File: config.mk
export PLATFORM = sky130hd
export DESIGN_NAME = load_store_unit
export DESIGN_NICKNAME = d
export VERILOG_FILES = /design/src/rtl/load_store_unit_pkg.sv /design/src/rtl/load_store_unit_align.sv /design/src/rtl/load_store_unit.sv
export SDC_FILE = /design/constraint.sdc
export NUM_CORES = 1
export LEC_CHECK = 0
export CAP_MARGIN = 20
export CORE_MARGIN = 3
export CORE_UTILIZATION = 49
export DETAILED_ROUTE_END_ITERATION = 10
export GPL_ROUTABILITY_DRIVEN = 1
export GPL_TIMING_DRIVEN = 0
export PLACE_DENSITY = 0.81
export SLEW_MARGIN = 5
export SYNTH_ARGS = -nofsm -noshare
export SYNTH_HDL_FRONTEND = slang
export SYNTH_HIERARCHICAL = 1
export SYNTH_SLANG_ARGS = --single-unit
File: constraint.sdc
create_clock -name clk -period 5.6 [get_ports clk]
set_clock_uncertainty 0.15 [all_clocks]
set_input_delay 1.12 -clock clk [delete_from_list [all_inputs] [get_ports clk]]
set_output_delay 1.12 -clock clk [all_outputs]
set_load 0.02 [all_outputs]
File: src/rtl/load_store_unit_pkg.sv
// Shared types and constants for the load/store unit: FSM states,
// RV32I load/store funct3 codes and access-size decoding.
package load_store_unit_pkg;

  typedef enum logic [1:0] {
    ST_IDLE   = 2'd0,
    ST_REQ    = 2'd1,
    ST_WAIT_R = 2'd2,
    ST_DONE   = 2'd3
  } lsu_state_t;

  typedef enum logic [1:0] {
    SZ_BYTE = 2'd0,
    SZ_HALF = 2'd1,
    SZ_WORD = 2'd2
  } mem_size_t;

  localparam logic [2:0] F3_LB  = 3'b000;
  localparam logic [2:0] F3_LH  = 3'b001;
  localparam logic [2:0] F3_LW  = 3'b010;
  localparam logic [2:0] F3_LBU = 3'b100;
  localparam logic [2:0] F3_LHU = 3'b101;
  localparam logic [2:0] F3_SB  = 3'b000;
  localparam logic [2:0] F3_SH  = 3'b001;
  localparam logic [2:0] F3_SW  = 3'b010;

  // The low two funct3 bits encode access size for both loads and stores.
  function automatic mem_size_t f3_size(input logic [2:0] f3);
    case (f3[1:0])
      2'b00:   return SZ_BYTE;
      2'b01:   return SZ_HALF;
      default: return SZ_WORD;
    endcase
  endfunction

endpackage

File: src/rtl/load_store_unit_align.sv
// Combinational lane logic: byte enables, store-data replication, load
// extension and legality checks. Shared by the request and response paths.
module lsu_align
  import load_store_unit_pkg::*;
(
  input  logic        is_store,
  input  logic [2:0]  funct3,
  input  logic [1:0]  addr_lo,
  input  logic [31:0] wdata,
  input  logic [31:0] rdata,
  output logic [3:0]  be,
  output logic [31:0] wdata_shifted,
  output logic [31:0] rdata_ext,
  output logic        misaligned,
  output logic        illegal
);

  mem_size_t   size_s;
  logic [31:0] lane_s;
  logic [15:0] half_s;
  logic        sext_s;

  assign size_s = f3_size(funct3);
  assign lane_s = rdata >> {addr_lo, 3'b000};
  assign half_s = addr_lo[1] ? rdata[31:16] : rdata[15:0];
  assign sext_s = ~funct3[2];

  // Legality: funct3 codes outside the RV32I set, and natural-alignment rule.
  always_comb begin
    illegal    = 1'b0;
    misaligned = 1'b0;
    if (is_store) begin
      illegal = (funct3 > F3_SW);
    end else begin
      illegal = (funct3 == 3'd3) || (funct3 == 3'd6) || (funct3 == 3'd7);
    end
    case (size_s)
      SZ_HALF: misaligned = addr_lo[0];
      SZ_WORD: misaligned = (addr_lo != 2'b00);
      default: misaligned = 1'b0;
    endcase
  end

  // Lane steering for both directions.
  always_comb begin
    be            = 4'b0000;
    wdata_shifted = 32'd0;
    rdata_ext     = 32'd0;
    case (size_s)
      SZ_BYTE: begin
        be            = 4'b0001 << addr_lo;
        wdata_shifted = {4{wdata[7:0]}};
        rdata_ext     = {{24{sext_s & lane_s[7]}}, lane_s[7:0]};
      end
      SZ_HALF: begin
        be            = addr_lo[1] ? 4'b1100 : 4'b0011;
        wdata_shifted = {2{wdata[15:0]}};
        rdata_ext     = {{16{sext_s & half_s[15]}}, half_s};
      end
      SZ_WORD: begin
        be            = 4'b1111;
        wdata_shifted = wdata;
        rdata_ext     = rdata;
      end
      default: begin
        be            = 4'b0000;
        wdata_shifted = 32'd0;
        rdata_ext     = 32'd0;
      end
    endcase
  end

endmodule

File: src/rtl/load_store_unit.sv
// Data-memory access stage: accepts one load/store, runs the valid/ready bus
// handshake, extends load data and returns a single completion pulse.
module load_store_unit
  import load_store_unit_pkg::*;
#(
  parameter int unsigned TIMEOUT_CYCLES = 32'd64
) (
  input  logic        clk,
  input  logic        reset,
  input  logic        req_valid,
  input  logic        req_write,
  input  logic [2:0]  req_funct3,
  input  logic [31:0] req_addr,
  input  logic [31:0] req_wdata,
  output logic        req_ready,
  output logic        resp_valid,
  output logic [31:0] resp_rdata,
  output logic        resp_err,
  output logic        busy,
  output logic        mem_req_valid,
  input  logic        mem_req_ready,
  output logic        mem_we,
  output logic [3:0]  mem_be,
  output logic [31:0] mem_addr,
  output logic [31:0] mem_wdata,
  input  logic        mem_rvalid,
  input  logic [31:0] mem_rdata
);

  localparam bit          TO_EN   = (TIMEOUT_CYCLES != 32'd0);
  localparam logic [31:0] TO_LAST = TO_EN ? 32'(TIMEOUT_CYCLES - 32'd1) : 32'd0;

  lsu_state_t  state_q;
  logic        write_q;
  logic [2:0]  funct3_q;
  logic [1:0]  addr_lo_q;
  logic [31:0] cnt_q;
  logic        mem_we_q;
  logic [3:0]  mem_be_q;
  logic [31:0] mem_addr_q;
  logic [31:0] mem_wdata_q;
  logic [31:0] resp_rdata_q;
  logic        resp_err_q;

  logic        al_store_s;
  logic [2:0]  al_funct3_s;
  logic [1:0]  al_addr_s;
  logic [3:0]  be_s;
  logic [31:0] wdata_sh_s;
  logic [31:0] rdata_ext_s;
  logic        misaligned_s;
  logic        illegal_s;
  logic        timeout_s;

  // In IDLE the aligner sees the incoming request; afterwards the captured one.
  assign al_store_s  = (state_q == ST_IDLE) ? req_write       : write_q;
  assign al_funct3_s = (state_q == ST_IDLE) ? req_funct3      : funct3_q;
  assign al_addr_s   = (state_q == ST_IDLE) ? req_addr[1:0]   : addr_lo_q;
  assign timeout_s   = TO_EN && (cnt_q == TO_LAST);

  lsu_align u_align (
    .is_store      (al_store_s),
    .funct3        (al_funct3_s),
    .addr_lo       (al_addr_s),
    .wdata         (req_wdata),
    .rdata         (mem_rdata),
    .be            (be_s),
    .wdata_shifted (wdata_sh_s),
    .rdata_ext     (rdata_ext_s),
    .misaligned    (misaligned_s),
    .illegal       (illegal_s)
  );

  // Request FSM with registered bus and response outputs.
  always_ff @(posedge clk or posedge reset) begin
    if (reset) begin
      state_q      <= ST_IDLE;
      write_q      <= 1'b0;
      funct3_q     <= 3'd0;
      addr_lo_q    <= 2'd0;
      cnt_q        <= 32'd0;
      mem_we_q     <= 1'b0;
      mem_be_q     <= 4'd0;
      mem_addr_q   <= 32'd0;
      mem_wdata_q  <= 32'd0;
      resp_rdata_q <= 32'd0;
      resp_err_q   <= 1'b0;
    end else begin
      case (state_q)
        ST_IDLE: begin
          cnt_q <= 32'd0;
          if (req_valid) begin
            write_q   <= req_write;
            funct3_q  <= req_funct3;
            addr_lo_q <= req_addr[1:0];
            if (misaligned_s || illegal_s) begin
              state_q      <= ST_DONE;
              resp_err_q   <= 1'b1;
              resp_rdata_q <= 32'd0;
            end else begin
              state_q     <= ST_REQ;
              mem_we_q    <= req_write;
              mem_be_q    <= be_s;
              mem_addr_q  <= {req_addr[31:2], 2'b00};
              mem_wdata_q <= req_write ? wdata_sh_s : 32'd0;
            end
          end
        end
        ST_REQ: begin
          cnt_q <= cnt_q + 32'd1;
          if (mem_req_ready || timeout_s) begin
            mem_we_q    <= 1'b0;
            mem_be_q    <= 4'd0;
            mem_addr_q  <= 32'd0;
            mem_wdata_q <= 32'd0;
          end
          if (mem_req_ready) begin
            if (write_q) begin
              state_q      <= ST_DONE;
              resp_err_q   <= 1'b0;
              resp_rdata_q <= 32'd0;
            end else begin
              state_q <= ST_WAIT_R;
            end
          end else if (timeout_s) begin
            state_q      <= ST_DONE;
            resp_err_q   <= 1'b1;
            resp_rdata_q <= 32'd0;
          end
        end
        ST_WAIT_R: begin
          cnt_q <= cnt_q + 32'd1;
          if (mem_rvalid) begin
            state_q      <= ST_DONE;
            resp_err_q   <= 1'b0;
            resp_rdata_q <= rdata_ext_s;
          end else if (timeout_s) begin
            state_q      <= ST_DONE;
            resp_err_q   <= 1'b1;
            resp_rdata_q <= 32'd0;
          end
        end
        ST_DONE: begin
          state_q    <= ST_IDLE;
          resp_err_q <= 1'b0;
        end
        default: state_q <= ST_IDLE;
      endcase
    end
  end

  assign req_ready     = (state_q == ST_IDLE) && !reset;
  assign busy          = (state_q != ST_IDLE);
  assign resp_valid    = (state_q == ST_DONE);
  assign mem_req_valid = (state_q == ST_REQ);
  assign resp_err      = resp_err_q;
  assign resp_rdata    = resp_rdata_q;
  assign mem_we        = mem_we_q;
  assign mem_be        = mem_be_q;
  assign mem_addr      = mem_addr_q;
  assign mem_wdata     = mem_wdata_q;

endmodule
Word level (Yosys, flattened, before mapping):

Index checks and enable logic that the tools add are counted.

* add/subtract/negate cells: 1
* magnitude comparators: 1
* equality and inequality tests: 15
* shift operators: 2
* multiplexer cells: 49
* bitwise operators: 3
* reduce and logical (&&, ||, !) cells: 19

Operators by type and width (count)
* 32-bit 2-to-1 mux: 12
* 32-bit case mux with 3 select lines: 3
* 32-bit case mux with 2 select lines: 3
* 32-bit by 1-bit adder with 32-bit output (second input constant): 1
* 32-bit by 6-bit == test with 1-bit output (second input constant): 1
* 32-bit by 5-bit right shift with 8-bit output: 1
* 16-bit 2-to-1 mux: 1
* 4-bit 2-to-1 mux: 4
* 1-bit 2-to-1 mux: 12
* 2-bit 2-to-1 mux: 6
* 4-bit case mux with 3 select lines: 1
* 2-bit case mux with 4 select lines: 1
* 4-bit case mux with 2 select lines: 1
* 4-bit AND reduction: 2
* 2-bit nonzero test: 4
* 2-bit by 1-bit == test with 1-bit output (second input constant): 3
* 2-bit == test (second input constant): 3
* 3-bit == test (second input constant): 2
* 2-bit logical NOT: 3
* 1-bit logical OR: 4
* 2-bit by 1-bit != test with 1-bit output (second input constant): 2
* 2-bit != test (second input constant): 2
* 1-bit case mux with 2 select lines: 2
* 1-bit case mux with 4 select lines: 1
* other kinds (14): 15

* flip-flop bits (word level): 142
* output and inout bits: 106

Longest topological paths before layout:

Gate-level depths: netlist (run 1).

* word-level depth: 10
* gate-level depth with buffers: 16
* mapped depth without buffers: 10

Modules after synthesis:

The synthesis (run 1) kept the hierarchy.

By module, submodules not included
* load_store_unit: times used 1, cells each 656, area an instance 6610.1 um2, sequential area each 3503.4 um2
* lsu_align: times used 1, cells each 163, area an instance 1127.3 um2, sequential area each 0.0 um2

Least setup slack after synthesis (run 1):

No wires, ideal clock.

* path kind: reg-to-reg
* from: register state_q[0]
* to: register resp_rdata_q[0], in the netlist resp_rdata[0]
* setup time: 0.121 ns
* arrival: 3.118 ns
* path slack: 2.211 ns
* cell stages (with the launch flop): 17
* period minus slack after synthesis: 3.389 ns
* cell sequence: dfrtp_1 > inv_1 > ha_1 > buf_2 > clkbuf_1 > mux2_2 > clkbuf_1 > clkbuf_1 > clkbuf_1 > a21oi_1 > nor2_1 > o21ai_0 > a21oi_1 > nand2b_1 > o21bai_1 > buf_2 > a22o_1

* word-level cells in the longest chain between the ends: 9
* elaborated cells on any way between the ends: 32
* classes of those cells: 1 x order compare; 11 x eq/ne; 1 x shift; 10 x mux; 9 x reduce/logical

RTL lines
* start: declaration: line load_store_unit.sv:33 `lsu_state_t state_q;`
* start signal: assignment: line load_store_unit.sv:77 `state_q <= ST_IDLE;`
* start signal: assignment: line load_store_unit.sv:97 `state_q <= ST_DONE;`
* start signal: assignment: line load_store_unit.sv:101 `state_q <= ST_REQ;`
* 2-bit logical NOT *: line load_store_unit.sv:57 `assign al_funct3_s = (state_q == ST_IDLE) ? req_funct3 : funct3_q;`
* 3-bit 2-to-1 mux *: line load_store_unit.sv:57
* via al_funct3_s[1]: line load_store_unit.sv:46 `logic [2:0] al_funct3_s;`
* parallel branches: the longest is 3 deep, another holds 3-bit by 2-bit greater-than comparator with 1-bit output
* 1-bit 2-to-1 mux *: line load_store_unit_align.sv:32 `if (is_store) begin`
* via illegal_s: line load_store_unit.sv:52 `logic illegal_s;`
* 1-bit logical OR *: line load_store_unit.sv:96 `if (misaligned_s || illegal_s) begin`
* 2-bit by 1-bit != test with 1-bit output (no source line) *
* 4-bit AND reduction (no source line) *
* end signal: assignment: line load_store_unit.sv:136 `resp_rdata_q <= rdata_ext_s;`
* end: declaration: line load_store_unit.sv:42 `logic [31:0] resp_rdata_q;`

Mark *: on every way through the listed nets, which the timed path passes.
A chain may end at the register's enable or synchronous reset.

Final worst setup path (run 1):

* from: register state_q[1]
* to: register resp_rdata_q[27], in the netlist resp_rdata[27]

* word-level cells in the longest chain between the ends: 9
* elaborated cells on any way between the ends: 35
* classes of those cells: 1 x order compare; 11 x eq/ne; 1 x shift; 10 x mux; 3 x bitwise; 9 x reduce/logical

RTL lines
* 2-bit logical NOT *: line load_store_unit.sv:57
* 3-bit 2-to-1 mux *: line load_store_unit.sv:57
* via al_funct3_s[1]: line load_store_unit.sv:46
* 2-bit by 1-bit == test with 1-bit output or 2-bit logical NOT (tied branches): line load_store_unit_pkg.sv:29 `case (f3[1:0])`
* 2-bit case mux with 2 select lines *: line load_store_unit_pkg.sv:29
* 2-bit == test or 2-bit by 1-bit == test with 1-bit output (tied branches): line load_store_unit_align.sv:37 `case (size_s)`
* 1-bit case mux with 2 select lines *: line load_store_unit_align.sv:37
* via misaligned_s: line load_store_unit.sv:51 `logic misaligned_s;`
* 1-bit logical OR *: line load_store_unit.sv:96
* 2-bit by 1-bit != test with 1-bit output (no source line) *
* 4-bit AND reduction (no source line) *

The timed path passes the listed nets; every way through them passes the cells marked *.

==> metrics.txt, run 1 <==
antenna violations before repair 0; WL final about 24000 microns; largest net degree at the start of global routing 92; worst hold path class register to register; layout net count ~1200; die width 132 microns; Fill cells about 1200; Sequential Area 3500 sq um; largest area contributor in the netlist dfrtp_1; RR Startpoint state_q[1]; area share of the largest cell type after synthesis 45.3%; Finished Layout Cells ~1300; final period utilization 78.5%; Internal between 3 and 4 mW; initial core utilization 50.5%; Rows 45; post-synthesis cell type count 55; Root Buffer clkbuf_16; final hold vios 0; DRC violations left 0; dpl cell area between 10000 and 15000 sq um; dpl cells roughly 1200; Slowest-stage cell, CP clkbuf_1; area growth from synthesis to layout 38.9%; setup total negative slack 0 ns; Die Height 132 microns; Mapped Cells 819; # setup viols final 0; NetSw between 2 and 3 mW; CTS resizes 0; per-cell routed wire length 18.6 microns; Worst-path clk slew 0.06 ns; RSZ-0062 raised after global routing false; CP Capture Type register; most frequent cells in the layout 208 x clkdlybuf4s50_1, 140 x dfrtp_1, 123 x nand2_1, 107 x nand3_1, 45 x nor2_1; sw frac between 40 and 50%; Final Wtd Congestion ~0.9; share of the core filled with cells 70.2%; Starting DRT DRC Count 607; first-pass GRT wire length 37900 microns; critical path's largest stage delay 0.43 ns; worst-path maximum fanout 10; Slew @ Worst Pin 0.991 ns; Final Max Tran Viols 0; hold wc startpoint resp_rdata[14]; CTS buffer count 17; Seq pwr share 26.6%; Seq cells post-synth 140; GRT overflow 0; number of global-route vias before repair 7125; Comb pwr share roughly 53%; worst skew pair latency approximately 0.43 ns; CTS tree done; reg2reg end resp_rdata[27]; top post-synthesis cells by area dfrtp_1 45%, nand3_1 6.9%, nand2_1 6.0%; reg-to-reg slack, setup 1.20 ns; Yosys warning count 6; CP Launch Type register; area of the multi-input gates 3860 sq um; final worst path period need 4.40 ns; PD cells approximately 570 nW/um^2; max_slew headroom between 30% and 40%; Max-Cap Viols 0; hold depth 1; Via density around 5.7; CP cell instances inv_1 -> ha_1 -> buf_2 -> clkbuf_1 -> mux2_2 -> clkbuf_1 -> clkbuf_1 -> clkbuf_1 -> a21oi_1 -> nor2_1 -> o21ai_0 -> a21oi_1 -> nand2b_1 -> nor2_1 -> buf_2 -> a22o_1; Mapped Avg Cell Area 9.45 sq um; Arrival @ worst endpoint between 4 and 5 ns; Post-Syn Area 7740 sq um; async set or reset register ratio after synthesis 100%; Main synth FF type dfrtp_1; core box area 15300 sq um; Critical Path RT 5.81 ns; setup slack after layout about 1.2 ns; DR pass1 iterations 5; status completed; Worst Hold Path EP resp_rdata[14]; CP Class register to register; Power Total 6.14 mW; fin area 10700 sq um; number of buffers added for setup after CTS 0; IO Port Bufs 208; Clock Tree Buf Depth 2; R2R cell count 16; Peak VDD IR 351 uV; # IOs ~210; Detailed Place HPWL 17200 microns; clock power share 19.9%; H-tree Lvls 4; n_diodes 0; Tot GR Track Use a little over a quarter; leakage power 4.68 nW; die footprint 17300 sq um; Hold Buf Count CTS 0; Placement Setup Slack 1.04 ns; Seq/Total Area, Yosys 45.3%; WHS between 0.3 and 0.4 ns; EDFF count, synth 0; crit-path most repeated cell clkbuf_1; layout cell share with drive strength beyond 1 10.0%; total number of vias 7266; clk sinks 140; fmax 227 MHz; Antenna Nets Post-Route 0; most common cell after layout, fill and taps aside clkdlybuf4s50_1
[metal layers]
| layer | track usage, % | wire [microns] | vias up | share of wire, % |
|---|---|---|---|---|
| li1 | - | - | 3389 | - |
| met1 | 36.6 | 10000 | 3506 | 43 |
| met2 | 42.3 | 11100 | 327 | 47 |
| met3 | 7.50 | 1930 | 44 | 8.2 |
| met4 | 8.69 | 531 | 0 | 2.3 |
| met5 | 0 | 0 | - | 0 |
[layout make-up]
cell class                      count  share of cell area, %
Buffer                             70                   3.09
Clock buffer                       18                   3.99
Clock inverter                     11                   1.83
Inverter                           11                  0.431
Multi-Input combinational cell    599                   36.0
Sequential cell                   140                   32.6
Tap cell                          211                   2.46
Timing Repair Buffer              209                   19.6
[synth_stat cells, drive strengths merged, types with 2 or more instances]
library cell / number
a22o: 42
and3b: 2
mux2: 30
o21bai: 5
nor3b: 2
nor2b: 20
nand2: 124
xnor2: 16
xor2: 10
nor2: 47
nand2b: 5
dfrtp: 140
nand4: 6
nor4: 8
nor3: 13
buf: 28
ha: 6
o31ai: 2
mux2i: 35
a221o: 16
or3: 3
o21ai: 29
clkbuf: 42
and3: 6
a21oi: 10
and4: 5
inv: 11
o211ai: 19
nand3: 107
a22oi: 16
[logic make-up after synthesis]
group | Yosys count | share of synthesized area [%]
AND/OR/NAND/NOR | 354 | 22.7
AO/OA/AOI/OAI | 145 | 14.1
flip-flops | 140 | 45.3
buffers and inverters | 81 | 4.82
multiplexers | 66 | 9.18
XOR/XNOR | 26 | 2.94
adder cells (fa/ha/maj) | 6 | 0.970
other | 1 | 0.0485
[worst max-delay path: cells and delay by family (launching register included)]
family / cells / cell delay [ns]
AO/OA/AOI/OAI: 4 / 0.65
adder cells (fa/ha/maj): 1 / 0.14
buffers and inverters: 7 / 2.05
flip-flops: 1 / 0.42
multiplexers: 1 / 0.24
AND/OR/NAND/NOR: 3 / 0.66
[worst max-delay path by stage]
stage | startpoint | to | slack (ns) | cells after the start
floorplan | reset | addr_lo_q[0] | 0.58 | 1
detailed placement | req_funct3[1] | resp_rdata[27] | 1.04 | 13
finish | state_q[1] | resp_rdata[27] | 1.20 | 16
global route | state_q[1] | resp_rdata[6] | 0.85 | 16
CTS | state_q[0] | resp_rdata[16] | 1.28 | 16
global placement | reset | cnt_q[14] | -1.45 | 2
[registers in the layout, indices dropped and copies added (netlist names)]
register    cells
mem_wdata      32
cnt_q          32
addr_lo_q       2
mem_be          4
write_q         1
state_q         2
funct3_q        3
resp_rdata     32
mem_addr       30
mem_we          1
resp_err        1
[power by group through the flow]
stage / logic [mW] / clock network, mW / registers (mW)
2_1_floorplan: 1.67 / 0 / 1.95
3_3_place_gp: 3.19 / 0 / 1.63
3_5_place_dp: 3.25 / 0 / 1.63
4_1_cts: 3.26 / 1.23 / 1.63
5_1_grt: 3.52 / 1.27 / 1.68
6_report: 3.28 / 1.22 / 1.63
Power figures use the tool's default switching activity.
==> inputs of run 2 (changes only) <==
--- a/config.mk
+++ b/config.mk
@@ -7,11 +7,11 @@
 export LEC_CHECK = 0
 export CAP_MARGIN = 20
 export CORE_MARGIN = 3
-export CORE_UTILIZATION = 49
+export CORE_UTILIZATION = 44
 export DETAILED_ROUTE_END_ITERATION = 10
 export GPL_ROUTABILITY_DRIVEN = 1
 export GPL_TIMING_DRIVEN = 0
-export PLACE_DENSITY = 0.81
+export PLACE_DENSITY = 0.77
 export SLEW_MARGIN = 5
 export SYNTH_ARGS = -nofsm -noshare
 export SYNTH_HDL_FRONTEND = slang
==> constraint.sdc (replaced) <==
create_clock -name clk -period 4 [get_ports clk]
set_clock_uncertainty 0.15 [all_clocks]
set_input_delay 0.8 -clock clk [delete_from_list [all_inputs] [get_ports clk]]
set_output_delay 0.8 -clock clk [all_outputs]
set_load 0.02 [all_outputs]
==> metrics.txt, run 2 (same netlist as run 1, synthesis figures left out) <==
area growth from synthesis to layout 40.2%; Power Total 8.67 mW; RSZ-0062 raised after global routing false; clk sinks 140; fin area 10900 sq um; max_slew headroom 39.3%; Antenna Nets Post-Route 0; dpl cells 1252; number of global-route vias before repair 7210; Worst Hold Path EP resp_rdata[26]; total number of vias 7228; layout cell share with drive strength beyond 1 a little under an eighth; WP buf/inv 6; Via density 5.64; status completed; Die Height 139 microns; PD cells 799 nW/um^2; R2R cell count 15; DRC violations left 0; Fill cells 1379; Peak VDD IR 423 uV; DR pass1 iterations 5; CP cell instances inv_1 -> ha_1 -> buf_2 -> buf_2 -> mux2_2 -> clkbuf_2 -> clkbuf_2 -> a21oi_1 -> nor2_2 -> o21ai_0 -> a21oi_1 -> nand2b_1 -> o21bai_1 -> buf_2 -> a22o_1; CTS buffer count 17; fmax approximately 270 MHz; Starting DRT DRC Count approximately 560; dpl cell area 10200 sq um; worst hold path class register to register; area of the multi-input gates just under 4000 sq um; hold wc startpoint resp_rdata[26]; met2 GRT Util 39.3%; CP Capture Type register; Clock Tree Buf Depth 2; per-cell routed wire length approximately 19 microns; worst skew pair latency around 0.42 ns; Worst-path clk slew 0.06 ns; layer with the highest usage met2; reg2reg end resp_rdata[27]; IO Port Bufs about 210; Final Max Tran Viols 0; met3 Track Usage GR 6.17%; # IOs 211; Slowest-stage cell, CP dfrtp_1; share of the core filled with cells approximately 64%; CTS tree done; GRT overflow 0; CP Launch Type register; Tot GR Track Use 24.8%; Finished Layout Cells roughly 1300; worst-path maximum fanout 10; met1 GRT Util approximately 34%; Root Buffer clkbuf_16; n_diodes 0; die width 139 microns; final period utilization 92.3%; initial core utilization 45.8%; # setup viols final 0; critical path's largest stage delay 0.43 ns; antenna violations before repair 1; CP Class register to register; hold depth 1; largest net degree at the start of global routing 33; Critical Path RT 4.21 ns; final hold vios 0; CP top delay family buffers and inverters; final worst path period need 3.69 ns; RR Startpoint state_q[0]; Final Wtd Congestion between 0.8 and 0.9; Sequential Area 3500 sq um; leakage power 4.73 nW; Arrival @ worst endpoint 3.90 ns; WL final between 20000 and 25000 microns; Max-Cap Viols 0; H-tree Lvls 4; most frequent cells in the layout 208 x clkdlybuf4s50_1, 140 x dfrtp_1, 123 x nand2_1, 107 x nand3_1, 42 x a22o_1; Rows 47; reg-to-reg slack, setup ~0.3 ns; crit-path most repeated cell buf_2; Detailed Place HPWL about 18000 microns; most common cell after layout, fill and taps aside clkdlybuf4s50_1; Slew @ Worst Pin 0.909 ns; Hold Buf Count CTS 0; first-pass GRT wire length 38700 microns; die footprint 19200 sq um; core box area approximately 17000 sq um; setup total negative slack 0 ns; layout net count 1160
-- run 2: cell types whose count changed in the layout (fill, tap and decap cells not counted), moves of 2 or more --
cell / change
clkinv_4: -2
nor2_1: -4
clkinv_2: +3
clkbuf_2: +3
clkbuf_1: -7
buf_12: +4
clkbuf_4: +2
clkbuf_8: +2
nor2_2: +4
-- run 2: metrics by stage --
step                      hold slack, ns  setup WS [ns]
after floorplan                    0.325          0.611
after global placement             0.333         -0.217
after detailed placement           0.333         -0.232
after CTS                          0.351         0.0898
after global routing               0.364         0.0155
final                              0.351          0.307
-- run 2: area by class of cell --
| cell class | count | area share [%] |
|---|---|---|
| Sequential cell | 140 | 32.3 |
| Timing Repair Buffer | 212 | 19.9 |
| Buffer | 68 | 3.08 |
| Clock inverter | 12 | 1.79 |
| Clock buffer | 19 | 4.17 |
| Inverter | 11 | 0.415 |
| Multi-Input combinational cell | 599 | 35.8 |
| Tap cell | 220 | 2.54 |
-- run 2: metal layers --
layer	routed length, microns	vias to the layer above
met4	597	2
met1	10500	3506
met3	1730	47
met5	13	-
li1	-	3408
met2	11200	265
-- run 2: repair_timing --
action | in CTS | in global routing
setup buffers | 0 | 0
resized for setup | 7 | 7
setup endpoints to repair | 61 | 56
-- run 2: worst max-delay path by stage --
stage / startpoint / end / slack [ns] / cells after the start
after floorplan: state_q[0] / resp_rdata[0] / 0.61 / 16
final: state_q[0] / resp_rdata[27] / 0.31 / 15
after global routing: state_q[1] / resp_rdata[27] / 0.02 / 15
after detailed placement: state_q[0] / mem_addr[23] / -0.23 / 15
after global placement: state_q[0] / resp_rdata[15] / -0.22 / 16
after CTS: state_q[0] / resp_rdata[13] / 0.09 / 15
-- run 2: where the power goes --
group / switching (mW) / internal (mW)
registers: 0.381 / 1.90
logic: 2.63 / 2.01
clock network: 0.622 / 1.13
==> inputs of run 3 (changes only) <==
--- a/config.mk
+++ b/config.mk
@@ -5,6 +5,7 @@
 export SDC_FILE = /design/constraint.sdc
 export NUM_CORES = 1
 export LEC_CHECK = 0
+export ABC_CLOCK_PERIOD_IN_PS = 4000
 export CAP_MARGIN = 20
 export CORE_MARGIN = 3
 export CORE_UTILIZATION = 44
==> results of run 3 <==
Final layout, timing and power as in run 2 (identical DEF).
